### config.mk
export PLATFORM = sky130hd
export DESIGN_NAME = useq_ctrl
export DESIGN_NICKNAME = d
export VERILOG_FILES = /design/src/rtl/useq_pkg.sv /design/src/rtl/useq_ctrl_btn_debounce.sv /design/src/rtl/useq_ctrl.sv
export SDC_FILE = /design/constraint.sdc
export NUM_CORES = 1
export LEC_CHECK = 0
export ABC_AREA = 0
export ABC_CLOCK_PERIOD_IN_PS = 2000
export CORE_MARGIN = 1
export CORE_UTILIZATION = 25
export DETAILED_ROUTE_END_ITERATION = 7
export REMOVE_ABC_BUFFERS = 1
export SLEW_MARGIN = 20
export SYNTH_ARGS = -nofsm -noshare
export SYNTH_HDL_FRONTEND = slang
export SYNTH_SLANG_ARGS = --single-unit
### constraint.sdc
create_clock -name clk_100M -period 2 [get_ports clk_100M]
set_input_delay 0.4 -clock clk_100M [delete_from_list [all_inputs] [get_ports clk_100M]]
set_output_delay 0.4 -clock clk_100M [all_outputs]
set_load 0.02 [all_outputs]
### src/rtl/useq_pkg.sv
// useq_pkg: shared types and constants for the microprogram sequencer.
// Holds state encoding, seq codes, field positions and next-address rule.
package useq_pkg;

    typedef enum logic [1:0] {
        ST_IDLE  = 2'd0,
        ST_FETCH = 2'd1,
        ST_HOLD  = 2'd2,
        ST_HALT  = 2'd3
    } state_e;

    localparam logic [1:0] SEQ_JMP = 2'b00;
    localparam logic [1:0] SEQ_BR  = 2'b01;
    localparam logic [1:0] SEQ_RST = 2'b10;
    localparam logic [1:0] SEQ_HLT = 2'b11;

    localparam int UNA_LSB = 0;
    localparam int SEQ_LSB = 6;

    // Low byte of the microword selects the successor address.
    function automatic logic [5:0] next_addr(
        input logic [7:0] lo,
        input logic [5:0] upc,
        input logic       c,
        input logic [5:0] sa
    );
        logic [5:0] una;
        logic [1:0] seq;
        una = lo[UNA_LSB +: 6];
        seq = lo[SEQ_LSB +: 2];
        unique case (seq)
            SEQ_JMP: next_addr = una;
            SEQ_BR:  next_addr = c ? una : upc + 6'd1;
            SEQ_RST: next_addr = sa;
            SEQ_HLT: next_addr = una;
        endcase
    endfunction

endpackage

### src/rtl/useq_ctrl_btn_debounce.sv
// btn_debounce: 2-FF synchroniser, stability counter, rising-edge pulse.
// The pulse is emitted in the cycle the debounced level goes high.
module btn_debounce #(
    parameter int DEB_CYCLES = 1_000_000
) (
    input  logic clk_100M,
    input  logic rst_n,
    input  logic btn_i,
    output logic pulse_o
);

    localparam int CW = $clog2(DEB_CYCLES + 1);
    localparam logic [CW-1:0] LAST = CW'(DEB_CYCLES - 1);

    logic [1:0]    sync_q;
    logic [CW-1:0] cnt_q, cnt_d;
    logic          deb_q, deb_d;
    logic          pulse_q, pulse_d;

    // Count consecutive samples that differ from the debounced level.
    always_comb begin
        cnt_d   = cnt_q;
        deb_d   = deb_q;
        pulse_d = 1'b0;
        if (sync_q[1] == deb_q) begin
            cnt_d = '0;
        end else if (cnt_q == LAST) begin
            cnt_d   = '0;
            deb_d   = sync_q[1];
            pulse_d = sync_q[1];
        end else begin
            cnt_d = cnt_q + 1'b1;
        end
    end

    // Synchroniser and debounce state registers.
    always_ff @(posedge clk_100M or negedge rst_n) begin
        if (!rst_n) begin
            sync_q  <= 2'b00;
            cnt_q   <= '0;
            deb_q   <= 1'b0;
            pulse_q <= 1'b0;
        end else begin
            sync_q  <= {sync_q[0], btn_i};
            cnt_q   <= cnt_d;
            deb_q   <= deb_d;
            pulse_q <= pulse_d;
        end
    end

    assign pulse_o = pulse_q;

endmodule

### src/rtl/useq_ctrl.sv
// useq_ctrl: microprogram sequencer for the 64x24 control-store ROM.
// Define USEQ_INSTCNT_EN to build the saturating uinst_cnt counter.
module useq_ctrl
    import useq_pkg::*;
#(
    parameter int DEB_CYCLES = 1_000_000,
    parameter int RUN_DIV    = 50_000_000,
    parameter int ROM_LAT    = 1
) (
    input  logic        clk_100M,
    input  logic        rst_n,
    input  logic        btn_step,
    input  logic        btn_load,
    input  logic        run,
    input  logic [5:0]  start_addr,
    input  logic        cond,
    output logic [5:0]  rom_addr,
    input  logic [23:0] rom_q,
    output logic [23:0] uword,
    output logic [5:0]  upc,
    output logic        halted,
    output logic        busy,
    output logic [15:0] uinst_cnt
);

    localparam int LW = $clog2(ROM_LAT + 1);
    localparam int PW = $clog2(RUN_DIV + 1);
    localparam logic [LW-1:0] LAT_END = LW'(ROM_LAT);
    localparam logic [PW-1:0] PRE_END = PW'(RUN_DIV - 1);

    state_e        state_q, state_d;
    logic [5:0]    addr_q, addr_d;
    logic [LW-1:0] lat_q, lat_d;
    logic [23:0]   uword_q, uword_d;
    logic [5:0]    upc_q, upc_d;
    logic [PW-1:0] pre_q, pre_d;
    logic          step_p, load_p;
    logic          run_tick, adv;

    btn_debounce #(.DEB_CYCLES(DEB_CYCLES)) u_step (
        .clk_100M (clk_100M),
        .rst_n    (rst_n),
        .btn_i    (btn_step),
        .pulse_o  (step_p)
    );

    btn_debounce #(.DEB_CYCLES(DEB_CYCLES)) u_load (
        .clk_100M (clk_100M),
        .rst_n    (rst_n),
        .btn_i    (btn_load),
        .pulse_o  (load_p)
    );

    assign run_tick = run && (pre_q == PRE_END);
    assign adv      = run ? run_tick : step_p;

    // Free-run prescaler, parked at zero in single-step mode.
    always_comb begin
        pre_d = pre_q;
        if (!run || run_tick) begin
            pre_d = '0;
        end else begin
            pre_d = pre_q + 1'b1;
        end
    end

    // Sequencer next state: load overrides everything else.
    always_comb begin
        state_d = state_q;
        addr_d  = addr_q;
        lat_d   = lat_q;
        uword_d = uword_q;
        upc_d   = upc_q;
        if (load_p) begin
            addr_d  = start_addr;
            lat_d   = '0;
            state_d = ST_FETCH;
        end else begin
            unique case (state_q)
                ST_IDLE: begin
                end
                ST_FETCH: begin
                    if (lat_q == LAT_END) begin
                        uword_d = rom_q;
                        upc_d   = addr_q;
                        if (rom_q[SEQ_LSB +: 2] == SEQ_HLT) begin
                            state_d = ST_HALT;
                        end else begin
                            state_d = ST_HOLD;
                        end
                    end else begin
                        lat_d = lat_q + 1'b1;
                    end
                end
                ST_HOLD: begin
                    if (adv) begin
                        addr_d  = next_addr(uword_q[7:0], upc_q,
                                            cond, start_addr);
                        lat_d   = '0;
                        state_d = ST_FETCH;
                    end
                end
                ST_HALT: begin
                end
            endcase
        end
    end

    // Sequencer and prescaler registers.
    always_ff @(posedge clk_100M or negedge rst_n) begin
        if (!rst_n) begin
            state_q <= ST_IDLE;
            addr_q  <= 6'h00;
            lat_q   <= '0;
            uword_q <= 24'h0;
            upc_q   <= 6'h00;
            pre_q   <= '0;
        end else begin
            state_q <= state_d;
            addr_q  <= addr_d;
            lat_q   <= lat_d;
            uword_q <= uword_d;
            upc_q   <= upc_d;
            pre_q   <= pre_d;
        end
    end

`ifdef USEQ_INSTCNT_EN
    logic [15:0] ucnt_q, ucnt_d;
    logic        ucnt_inc;

    // Count advances taken from HOLD, sticking at all-ones.
    always_comb begin
        ucnt_inc = (state_q == ST_HOLD) && adv && !load_p;
        ucnt_d   = ucnt_q;
        if (ucnt_inc && (ucnt_q != 16'hFFFF)) begin
            ucnt_d = ucnt_q + 16'd1;
        end
    end

    // Instruction counter register, cleared only by reset.
    always_ff @(posedge clk_100M or negedge rst_n) begin
        if (!rst_n) begin
            ucnt_q <= 16'h0;
        end else begin
            ucnt_q <= ucnt_d;
        end
    end

    assign uinst_cnt = ucnt_q;
`else
    assign uinst_cnt = 16'h0;
`endif

    assign rom_addr = addr_q;
    assign uword    = uword_q;
    assign upc      = upc_q;
    assign halted   = (state_q == ST_HALT);
    assign busy     = (state_q == ST_FETCH);

endmodule
# Yosys cells after proc, flatten, opt, wreduce, memory -nomap -nowiden
# Index checks and enable logic that the tools add are counted.
[word_totals]
register_bits = 113
in_bits = 36
output_inout_bits = 54
elab_cells = 74
[classes]
add_sub_neg = 5
eq_ne = 14
n_mux = 24
n_bitwise = 3
reduce_logical = 14
[op_table]
columns = ["cell", "n"]
rows = [
  ["$mux W20", 4],
  ["$add A20 B1 Y20 const B", 2],
  ["$eq A20 B20 Y1 const B", 2],
  ["$add A26 B1 Y26 const B", 1],
  ["$eq A26 B26 Y1 const B", 1],
  ["$mux W26", 1],
  ["$mux W6", 4],
  ["$pmux W6 S3", 1],
  ["$eq A2 B2 Y1 const B", 5],
  ["$mux W1", 9],
  ["$reduce_and A2 Y1", 4],
  ["$add A6 B1 Y6 const B", 1],
  ["$mux W2", 3],
  ["$reduce_and A3 Y1", 2],
  ["$eq A2 B1 Y1 const B", 2],
  ["$pmux W2 S2", 1],
  ["$reduce_bool A2 Y1", 2],
  ["$ne A3 B1 Y1 const B", 1],
  ["$ne A3 B2 Y1 const B", 1],
  ["$not A1 Y1", 3],
  ["$reduce_bool A3 Y1", 1],
  ["$eq A1 B1 Y1", 2],
  ["$logic_not A2 Y1", 1],
  ["$pmux W1 S2", 1],
  ["5 further kinds", 5],
]

# Longest topological paths before layout
[depth]
ltp_word = 6
ltp_mapped = 7

# Hierarchy
# A second synthesis with hierarchy kept.
[hier_totals]
cells_unflattened = 522
hier_area_um2 = 5569.1
[by_module_without_submodules]
columns = ["module", "n_inst", "cells_per_inst", "area_each_um2"]
rows = [
  ["useq_ctrl", 1, 296, 3295.7],
  ["btn_debounce at u_step", 1, 110, 1137.3],
  ["btn_debounce at u_load", 1, 116, 1136.1],
]

# Least setup slack after synthesis
# OpenSTA, ideal clock, no wires.
[synth_path]
path_kind = "register to register"
startpoint = "register u_load.cnt_q[0]"
endpoint = "register u_load.cnt_q[18]"
arrival_time_ns = 1.904
t_required_ns = 1.922
slack_ns = 0.018
stages_incl_launch_ff = 7
synth_period_minus_slack_ns = 1.982
path_cell_list = "dfrtp_1 ha_1 nand2_1 or4_1 buf_2 or4_1 a21oi_1"
[synth_between]
elab_chain_cells = 3
[synth_lines]
columns = ["item", "line", "rtl"]
rows = [
  ["from (decl)", "useq_ctrl_btn_debounce.sv:16", "logic [CW-1:0] cnt_q, cnt_d;"],
  ["from (signal assigned)", "useq_ctrl_btn_debounce.sv:45", "cnt_q <= cnt_d;"],
  ["$add A20 B1 Y20 or $eq A20 B20 Y1 (tied branches)", "useq_ctrl_btn_debounce.sv:32, useq_ctrl_btn_debounce.sv:27", ""],
  ["$mux W20 (*)", "useq_ctrl_btn_debounce.sv:27", "end else if (cnt_q == LAST) begin"],
  ["$mux W20 (*)", "useq_ctrl_btn_debounce.sv:25", "if (sync_q[1] == deb_q) begin"],
  ["named net u_load.cnt_d[18]", "useq_ctrl_btn_debounce.sv:16", ""],
]
# Mark *: on every way through the listed nets, which the timed path passes. The rest lies on a longest branch.
# A chain may end at the register's enable or synchronous reset.

# Worst setup path after layout
[layout_path]
startpoint = "register u_step.cnt_q[10]"
endpoint = "register u_step.deb_q"
[layout_between]
elab_chain_cells = 2
[layout_lines]
columns = ["item", "line", "rtl"]
rows = [
  ["from (decl)", "useq_ctrl_btn_debounce.sv:16", ""],
  ["from (signal assigned)", "useq_ctrl_btn_debounce.sv:45", ""],
  ["$eq A20 B20 Y1", "useq_ctrl_btn_debounce.sv:27", ""],
  ["$reduce_and A2 Y1 (no line)", "-", ""],
  ["to (signal assigned)", "useq_ctrl_btn_debounce.sv:41", "deb_q <= 1'b0;"],
  ["to (signal assigned)", "useq_ctrl_btn_debounce.sv:46", "deb_q <= deb_d;"],
  ["to (decl)", "useq_ctrl_btn_debounce.sv:17", "logic deb_q, deb_d;"],
]
# Every way passes these cells.

==> results.py <==
metrics = {
    "status": {
        "status": "complete, but fails checks",
        "violations": "setup timing",
    },
    "sta": {
        "setup_viol": 13,
        "finalMaxSlewViolations": 0,
        "skew_ns": 0.009921,
        "setup_slack_ns": -0.05032,
        "fin_crit_ns": 2.050,
        "rsz0062_at_grt": "true",
        "fmax_ghz": 0.4877,
        "fin_crit_sh_pct": 102.5,
        "hold_viol": 0,
    },
    "grt": {
        "grt_pass1_vias": 4305,
        "grt_pass1_wl_um": 20860,
        "antenna_found_initial": 0,
        "track_usage_pct": 11.61,
        "grt_overflow": 0,
        "grt_max_degree": 45,
    },
    "yosys": {
        "ys_ff_latch": 113,
        "synthAdderAreaFrac_pct": 2.015,
        "synth.avg_cell_area_um2": 10.41,
        "synth-edff-count": 0,
        "synthMuxAreaShare_pct": 7.947,
        "synth_top_family_by_area": "simple AND/OR/NAND/NOR gates",
        "synthXorXnorAreaFrac_pct": 5.955,
        "yosys.area_share.simple_pct": 19.50,
        "synth_compound_area_share_pct": 8.977,
        "async_reset_ff_share_pct": 100.0,
        "synthFlopType": "dfrtp_1",
        "syn_inst": 537,
        "netlist_area_um2": 5589,
        "yosysWarningCount": 0,
        "seq_area_frac_synth_pct": 50.59,
        "yosysUniqueCellTypes": 53,
    },
    "clocking": {
        "htreeDepth": 4,
        "path_clk_slew_ns": 0.05,
        "cts_made_buffers": 17,
        "cts-root-buf": "clkbuf_16",
        "clk_latency_ns": 0.41,
        "cts.sinks": 113,
        "clockBufferDepth": 2,
        "cts_tree": "yes",
    },
    "power": {
        "leakage_nw": 3.142,
        "p_per_area_nw_per_um2": 739.7,
        "vdd_drop_max_mv": 0.3434,
        "power_mw": 5.548,
    },
    "critical_path": {
        "setup.worst_path.class": "reg2reg",
        "worstSetupEndpointType": "flip-flop",
        "max_stage_delay_ns": 0.57,
        "cpMaxStageDelayCell": "or4_4",
        "critPathArrivalTime_ns": 2.34,
        "path_cells": "or4b_4, or4_4, nor2_4, mux2_1",
        "path_max_fanout": 2,
        "reg2reg_slack_ns": -0.05,
        "cp_top_family": "simple AND/OR/NAND/NOR gates",
        "crit_path_start_kind": "flip-flop",
        "required_ns": 2.29,
        "path_buf_inv": 0,
    },
    "floorplan": {
        "fp.dieH_um": 151.5,
        "initial_core_util_pct": 25.53,
        "std_cell_rows": 54,
        "die-area_um2": 22960,
        "die_w_um": 151.5,
        "ios": 90,
        "core_region_area_um2": 21890,
    },
    "routing": {
        "antenna_left": 0,
        "viasPerCell": 4.544,
        "drt-initial-drc-count": 193,
        "routed_wirelength_um": 12350,
        "dr_total_vias": 4326,
        "drtPass1Iterations": 5,
        "drcViolationCount": 0,
        "routedWlPerCell_um": 12.98,
    },
    "layout": {
        "insertedDiodeCount": 0,
        "syn2layout_area_growth_pct": 34.18,
        "nets": 706,
        "drive_gt1_share_pct": 18.60,
        "fillCellCount": 2271,
    },
    "flow_run": {
        "cap_viol_max_count": 0,
    },
    "placement": {
        "portBuffers": 73,
        "dp_hpwl_um": 8683,
        "routabilityCongestion": 0.7742,
        "pre_cts_ws_ns": -0.04935,
    },
    "min_path": {
        "hold_path_class": "reg2reg",
    },
}
[power by group]
part / switching [mW] / internal [mW] / total [mW] / leakage [nW]
clock network: 0.998 / 1.61 / 2.61 / 0.252
logic: 0.281 / 0.269 / 0.550 / 1.41
registers: 0.0413 / 2.34 / 2.39 / 1.48
total: 1.32 / 4.23 / 5.55 / 3.14
[cell type report]
type                       instances  area (um2)  share of cell area [%]
clock inverter                     7       37.54                  0.5005
timing repair buffer             124        1155                   15.40
inverter                          22       82.58                   1.101
tap                              280       350.3                   4.671
sequential                       113        2828                   37.70
clock buffer                      23       467.9                   6.240
multi-input combinational        383        2579                   34.38
[kinds of logic after synthesis]
logic type / after synthesis
adders and majority gates: 9
muxes: 40
and+or+nand+nor: 200
xor gates and xnor gates: 38
AOI/OAI and AO/OA: 80
other: 1
buffers and inverters: 56
DFF: 113
[per-layer routing]
metal,vias to the layer above,track usage [%],wire length [um]
met2,77,18.36,5707
met1,2083,15.18,6023
li1,2153,-,-
met5,-,0,0
met3,13,3.293,489
met4,0,3.861,133
[stage by stage]
| step | hold WS [ns] | std cells | instance area, um2 | TNS (ns) | utilization, % |
|---|---|---|---|---|---|
| finish | 0.3496 | 952 | 7500 | -0.1317 | 34.26 |
| global route | 0.3625 | 952 | 7500 | -1.383 | 34.26 |
| CTS | 0.3505 | 951 | 7460 | -0.2035 | 34.08 |
| detailed placement | 0.3393 | 919 | 6928 | -0.1007 | 31.65 |
| global placement | 0.3345 | 919 | 6928 | -0.02417 | 31.65 |
| floorplan | 0.1044 | 518 | 5451 | -18.43 | - |
[path summary, 6_finish.rpt]
| kind | from | end | cells past startpoint |
|---|---|---|---|
| worst max-delay path | u_step.cnt_q[10]$_DFF_PN0_ | u_step.deb_q$_DFFE_PN0P_ | 4 |
| worst min-delay path | u_load.sync_q[0]$_DFF_PN0_ | u_load.sync_q[1]$_DFF_PN0_ | 0 |
| worst max register to register | u_step.cnt_q[10]$_DFF_PN0_ | u_step.deb_q$_DFFE_PN0P_ | 4 |
| worst min register to register | u_load.sync_q[0]$_DFF_PN0_ | u_load.sync_q[1]$_DFF_PN0_ | 0 |
| max in group asynchronous | rst_n | u_step.cnt_q[19]$_DFF_PN0_ | 3 |
| min in group asynchronous | rst_n | u_load.cnt_q[3]$_DFF_PN0_ | 2 |
[placed cells by master, fill, tap and decap left out, drive strengths merged, types with 19 or more instances in the layout]
| cell | count |
|---|---|
| clkdlybuf4s50 | 69 |
| inv | 22 |
| nor2 | 47 |
| xnor2 | 25 |
| dfrtp | 113 |
| buf | 51 |
| mux2 | 35 |
| nand3 | 32 |
| clkbuf | 23 |
| o21ai | 19 |
| a21oi | 31 |
| nand2 | 26 |
[state kept, by name, indices dropped and copies added, names as in the netlist]
register,cells
u_step.cnt_q,20
u_step.pulse_o,1
pre_q,26
u_load.sync_q,2
u_step.sync_q,2
uword,24
upc,6
u_step.deb_q,1
u_load.pulse_o,1
u_load.deb_q,1
u_load.cnt_q,20
lat_q,1
state_q,2
rom_addr,6
[worst register-to-register path: stages (launching register included)]
cell and delay (ns):
dfrtp_1 0.38, or4b_4 0.54, or4_4 0.57, nor2_4 0.12, mux2_1 0.32
[cells in the mapped netlist (all sizes together), types with 9 or more instances]
| master | count | area [um2] |
|---|---|---|
| clkbuf | 12 | 45.04 |
| inv | 22 | 82.58 |
| or4 | 15 | 112.6 |
| a21oi | 31 | 155.2 |
| o21ai | 19 | 95.09 |
| nand2 | 26 | 97.59 |
| nor2 | 47 | 176.4 |
| nand4 | 12 | 75.07 |
| o31ai | 13 | 107.6 |
| mux2 | 35 | 394.1 |
| nand3 | 32 | 165.2 |
| dfrtp | 113 | 2828 |
| ha | 9 | 112.6 |
| xnor2 | 25 | 219.0 |
| or3 | 16 | 100.1 |
| buf | 22 | 148.9 |
| xor2 | 13 | 113.9 |
| nor3 | 9 | 45.04 |
[repair_timing]
action / in CTS / in global routing
gates resized for setup: 6 / 8
endpoints found under the setup margin: 14 / 24
pin swaps: 0 / 1
endpoints found under the hold margin: 25 / 0
hold buffers: 1 / 0
setup buffers: 0 / 1
gates cloned: 1 / 0
Power figures use the tool's default switching activity.
